File: src/rtl/instruction_loader.sv
`default_nettype none
// ============================================================================
// Module      : instruction_loader
// Description : Load-and-run controller for instruction_fetch. Collects a
//               byte stream (MSB first) from the debug UART receiver into
//               32-bit words and writes them sequentially into instruction
//               memory. The load ends on the EOF word 32'hFFFF_FFFF or when
//               MEM_DEPTH words have been written. The fetch PC is then reset
//               and the pipeline runs until halt is reported.
//
// Parameters  : MEM_DEPTH  instruction memory size in words (power of 2, >=4)
//               START_CMD  command byte that begins a load
// Ports       : clk                           system clock, rising edge
//               reset                         asynchronous, active-low
//               rx_data / rx_valid            received byte and its strobe
//               halt                          pipeline halt (level)
//               step                          single-step pulse
//               wr_memory_instruction_enable  memory write strobe
//               instruction_to_write          word written
//               address_to_write              byte address written
//               fetch_reset                   one-cycle PC reset pulse
//               mips_enable / pc_enable       pipeline / PC enables
//               loaded_words                  words written by last load
//               overflow                      sticky: load hit MEM_DEPTH
// Option      : STEP_MODE_EN  when defined, pc_enable in RUN is high only
//               for the cycle after each step pulse.
// Revision    : 1.0  initial release
// ============================================================================
module instruction_loader #(
    parameter int         MEM_DEPTH = 256,
    parameter logic [7:0] START_CMD = 8'h4C
) (
    input  logic        clk,
    input  logic        reset,
    input  logic [7:0]  rx_data,
    input  logic        rx_valid,
    input  logic        halt,
    input  logic        step,
    output logic        wr_memory_instruction_enable,
    output logic [31:0] instruction_to_write,
    output logic [31:0] address_to_write,
    output logic        fetch_reset,
    output logic        mips_enable,
    output logic        pc_enable,
    output logic [31:0] loaded_words,
    output logic        overflow
);

    localparam logic [2:0]  c_st_idle   = 3'd0;
    localparam logic [2:0]  c_st_load   = 3'd1;
    localparam logic [2:0]  c_st_write  = 3'd2;
    localparam logic [2:0]  c_st_boot   = 3'd3;
    localparam logic [2:0]  c_st_run    = 3'd4;
    localparam logic [2:0]  c_st_halted = 3'd5;

    localparam logic [31:0] c_mem_depth = 32'(MEM_DEPTH);
    localparam logic [31:0] c_eof_word  = 32'hFFFF_FFFF;

    logic [2:0]  r_state;
    logic [31:0] r_word;
    logic [1:0]  r_byte_cnt;
    logic [31:0] r_addr;
    logic        r_eof;

    logic        w_start;
    logic [31:0] w_next_word;
    logic [31:0] w_words_after;

    assign w_start       = rx_valid && (rx_data == START_CMD);
    assign w_next_word   = {r_word[23:0], rx_data};
    assign w_words_after = loaded_words + 32'd1;

`ifndef STEP_MODE_EN
    logic w_step_unused;
    assign w_step_unused = step;
`endif

    always_ff @(posedge clk or negedge reset) begin
        if (!reset) begin
            r_state                      <= c_st_idle;
            r_word                       <= 32'd0;
            r_byte_cnt                   <= 2'd0;
            r_addr                       <= 32'd0;
            r_eof                        <= 1'b0;
            wr_memory_instruction_enable <= 1'b0;
            instruction_to_write         <= 32'd0;
            address_to_write             <= 32'd0;
            fetch_reset                  <= 1'b0;
            mips_enable                  <= 1'b0;
            pc_enable                    <= 1'b0;
            loaded_words                 <= 32'd0;
            overflow                     <= 1'b0;
        end else begin
            // Strobe-type outputs default low; they are raised for one cycle.
            wr_memory_instruction_enable <= 1'b0;
            fetch_reset                  <= 1'b0;

            case (r_state)
                c_st_idle: begin
                    r_addr       <= 32'd0;
                    loaded_words <= 32'd0;
                    overflow     <= 1'b0;
                    r_byte_cnt   <= 2'd0;
                    mips_enable  <= 1'b0;
                    pc_enable    <= 1'b0;
                    if (w_start) begin
                        r_state <= c_st_load;
                    end
                end

                c_st_load: begin
                    if (rx_valid) begin
                        r_word     <= w_next_word;
                        r_byte_cnt <= r_byte_cnt + 2'd1;
                        if (r_byte_cnt == 2'd3) begin
                            // Decide EOF here so the strobe is already
                            // registered for the WRITE cycle.
                            r_state <= c_st_write;
                            r_eof   <= (w_next_word == c_eof_word);
                            if (w_next_word != c_eof_word) begin
                                wr_memory_instruction_enable <= 1'b1;
                                instruction_to_write         <= w_next_word;
                                address_to_write             <= r_addr;
                            end
                        end
                    end
                end

                c_st_write: begin
                    if (r_eof) begin
                        r_state     <= c_st_boot;
                        fetch_reset <= 1'b1;
                    end else begin
                        r_addr       <= r_addr + 32'd4;
                        loaded_words <= w_words_after;
                        if (w_words_after == c_mem_depth) begin
                            overflow    <= 1'b1;
                            r_state     <= c_st_boot;
                            fetch_reset <= 1'b1;
                        end else begin
                            r_state <= c_st_load;
                            // A byte arriving now is byte 0 of the next word.
                            if (rx_valid) begin
                                r_word     <= {24'd0, rx_data};
                                r_byte_cnt <= 2'd1;
                            end
                        end
                    end
                end

                c_st_boot: begin
                    r_state     <= c_st_run;
                    mips_enable <= 1'b1;
`ifdef STEP_MODE_EN
                    pc_enable   <= 1'b0;
`else
                    pc_enable   <= 1'b1;
`endif
                end

                c_st_run: begin
                    if (halt) begin
                        r_state     <= c_st_halted;
                        mips_enable <= 1'b0;
                        pc_enable   <= 1'b0;
                    end else begin
`ifdef STEP_MODE_EN
                        pc_enable <= step;
`else
                        pc_enable <= 1'b1;
`endif
                    end
                end

                c_st_halted: begin
                    mips_enable <= 1'b0;
                    pc_enable   <= 1'b0;
                    if (w_start) begin
                        r_state      <= c_st_load;
                        r_addr       <= 32'd0;
                        loaded_words <= 32'd0;
                        overflow     <= 1'b0;
                        r_byte_cnt   <= 2'd0;
                    end
                end

                default: begin
                    r_state <= c_st_idle;
                end
            endcase
        end
    end

endmodule
`default_nettype wire

File: config.mk
export PLATFORM = sky130hd
export DESIGN_NAME = instruction_loader
export DESIGN_NICKNAME = d
export VERILOG_FILES = /design/src/rtl/instruction_loader.sv
export SDC_FILE = /design/constraint.sdc
export NUM_CORES = 1
export LEC_CHECK = 0
export CAP_MARGIN = 20
export CORE_UTILIZATION = 59
export DETAILED_ROUTE_END_ITERATION = 10
export MAX_ROUTING_LAYER = met4
export PLACE_DENSITY = 0.93
export REMOVE_ABC_BUFFERS = 1
export SLEW_MARGIN = 25
export SYNTH_ARGS = -nofsm -noshare
export SYNTH_HDL_FRONTEND = slang
export SYNTH_SLANG_ARGS = --single-unit
File: constraint.sdc
create_clock -name clk -period 8.5 [get_ports clk]
set_clock_uncertainty 0.2 [all_clocks]
set_input_delay 0.85 -clock clk [delete_from_list [all_inputs] [get_ports clk]]
set_output_delay 0.85 -clock clk [all_outputs]
set_load 0.1 [all_outputs]
==> out/qor.yml <==
worst_setup_path:
  critPathTopFamily: "simple AND/OR/NAND/NOR gates"
  crit_type: "reg -> reg"
  crit_end: "r_word[2]"
  path_depth: 9
  worstPathRequired_ps: 8620
  path_buf_inv: 0
  reg2reg_depth: 9
  startpoint_type: "flop"
  r2r_slack_ps: 4580
  crit_chain: "ha_1, nand2_1, or3_1, nor4_4, mux2i_1, nand4_1, nor2_1, a31o_2, mux2_2"
  r2r-end: "r_word[2]"
  critical_path.slowest_cell: "a31o_2"
  max_stage_delay_ps: 570
  cp.arrival_ps: 4030
  r2r-start: "loaded_words[0]"
  crit_path_max_fanout: 24
  worstSetupStartpoint: "loaded_words[0]"
  end_kind: "flop"
floorplan:
  dieArea_um2: 13700
  start_util_pct: 61.2
  io_pins: 114
  die_x_um: 117
  coreArea_um2: 12800
  die_h_um: 117
  rows: 41
power_and_ir_drop:
  power_density_nw_per_um2: 210
  leakage_nw: 4.38
  ir_drop_mv: 0.122
logic_synthesis:
  netlist.area_leader.share_pct: 50.9
  yosysTopAreaCell: "dfrtp_1"
  synth_area_um2: 7820
  synth_area_leaders: "dfrtp_1 51%, mux2_2 9.6%, o21ai_0 4.3%"
  syn_inst: 756
  synth_edf_count: 0
  async_reset_ff_share_pct: 100
  synth_cell_types: 62
  synth_common_cells: "159 x dfrtp_1, 74 x nor2_1, 68 x o21ai_0, 67 x mux2_2, 58 x nand2_1"
  synth_seq_cells: 159
  synth_ff_type: "dfrtp_1"
  synth.avg_cell_area_um2: 10.3
  ys_seq_area_share_pct: 50.9
  yosysMostFrequentCell: "dfrtp_1"
  ys_warn_count: 0
route:
  wl_um: 17600
  vias_per_cell: 6.04
  vias: 6260
  ant_nets: 0
  drc: 0
  wl_per_cell_um: 17.0
  first_iter_violations: 491
  drt-pass1-iter-count: 5
global_route:
  track_usage_pct: 28.3
  grt_overflow: 0
  grt_pass1_wl_um: 29000
  grt_max_degree: 90
  grt_pass1_vias: 5801
  antenna_found_initial: 0
sta:
  slew_headroom_pct: 31.5
  tns_ps: 0
  slew_violations: 0
  final-setup-viol-count: 0
  finalCriticalPeriod_ps: 3920
  worst_pin_slew_ps: 1020
  period_share_pct: 46.1
  hold_viol: 0
  whs_ps: 285
  rsz0062_at_grt: "false"
  fmax_ghz: 0.255
clock_network:
  postCtsSetupBuffers: 0
  cts_max_level: 4
  cts_resized: 0
  insertion_delay_ps: 430
  cts.clk_slew.worst_paths_ps: 70
  cts-root-buf: "clkbuf_16"
  cts_tree: "built"
  cts_hold_repair.buffers: 0
  cts.sinks: 159
  numCtsBuffers: 17
  cts.path.max_buffers: 2
final_layout:
  fillCellCount: 810
  layout-drive-gt1-share_pct: 15.2
  finalInstanceArea_um2: 9590
  fin_cells: 1036
  antenna_cells: 0
  final_nets: 868
  area_growth_pct: 22.6
flow_run:
  maxCapViolCount: 0
placed_design:
  placed_area_um2: 9010
  io_buffer_count: 110
  place_congestion: 0.910
  dp_cells: 1004
  place_hpwl_um: 11300
outcome:
  status: "completed"
worst_hold_path:
  hold_class: "in -> async"
-- placed cells by master (no fill, tap or decap), types with 4 or more instances in the layout --
cell and count:
nor3_1 12, xor2_1 11, nor2_1 72, mux2i_1 5, clkbuf_16 17, mux2_2 67, a22o_1 4, clkinv_4 4
nand2b_1 4, dfrtp_1 159, o31ai_1 7, nand3_1 34, or3_1 9, nand4_1 19, xnor2_1 11, mux2_4 4
nand2_1 58, clkdlybuf4s50_1 109, nor3b_1 4, a21oi_1 21, and4_1 4, a21o_1 17, nor4_1 6, or4_1 4
and3_1 35, o21ai_0 68, ha_1 4, buf_4 6, inv_1 13
-- flip-flops by register name (all words and copies together) (netlist names), 2 cells and up --
name                  cells
instruction_to_write     32
r_word                   24
loaded_words             32
address_to_write         30
r_state                   3
r_byte_cnt                2
r_addr                   30
-- through the flow --
step | power, W | worst slack (ps) | utilization [%]
finish | 0.00202 | 4580 | 75.1
global placement | 0.00125 | 4440 | 70.6
global route | 0.00209 | 4350 | 75.1
CTS | 0.00202 | 4350 | 75.1
floorplan | 0.00116 | 3430 | -
detailed placement | 0.00127 | 4380 | 70.6
-- report_power, final --
part	total [W]	internal (W)	switching, W	leakage, nW
sequential	0.000903	0.000820	0.0000835	2.02
combinational	0.000356	0.000110	0.000246	2.08
clock	0.000756	0.000442	0.000314	0.285
total	0.00202	0.00137	0.000644	4.38
-- worst min path at each step --
stage          slack, ps              end  startpoint
2_1_floorplan        270       r_word[18]  r_word[18]
3_3_place_gp         280       r_word[22]  r_word[22]
3_5_place_dp         290       r_word[22]  r_word[22]
4_1_cts              300       r_word[22]  r_word[22]
5_1_grt              320       r_word[22]  r_word[22]
6_report             290  loaded_words[7]       reset
-- worst reg2reg max path, delay by kind of cell, from the launching register on --
family          cells  cell delay [ps]
fa+ha+maj           1              350
mux                 2              760
flops               1              520
simple gates        5             1420
compound gates      1              570
-- routing by layer --
metal | GRT usage [%] | routed length (um)
met5 | - | 0
met4 | 11.3 | 412
met3 | 6.08 | 955
met2 | 42.6 | 8430
met1 | 37.5 | 7810
-- cell families (layout without fill, tap and decap cells) --
kind of cell    count (synthesis)  count (layout)  synth area share (%)
compound gates                149             149                  11.8
xor+xnor                       22              22                  2.46
fa+ha+maj                       4               4                 0.640
buf+inv                        54             161                  3.15
flops                         159             159                  50.9
mux                            76              76                  11.1
other cells                     1               2                0.0479
simple gates                  291             291                  20.0
-- area by class of cell --
class | count | area [um^2] | area share (%)
clock inverters | 12 | 135 | 1.41
well taps | 172 | 215 | 2.24
flip-flops and latches | 159 | 3980 | 41.5
repair buffers | 116 | 1150 | 12.0
inverters | 13 | 48.8 | 0.509
clock buffers | 20 | 447 | 4.66
multi-input cells | 544 | 3620 | 37.8
No activity file was read; power rests on OpenSTA's default activity.
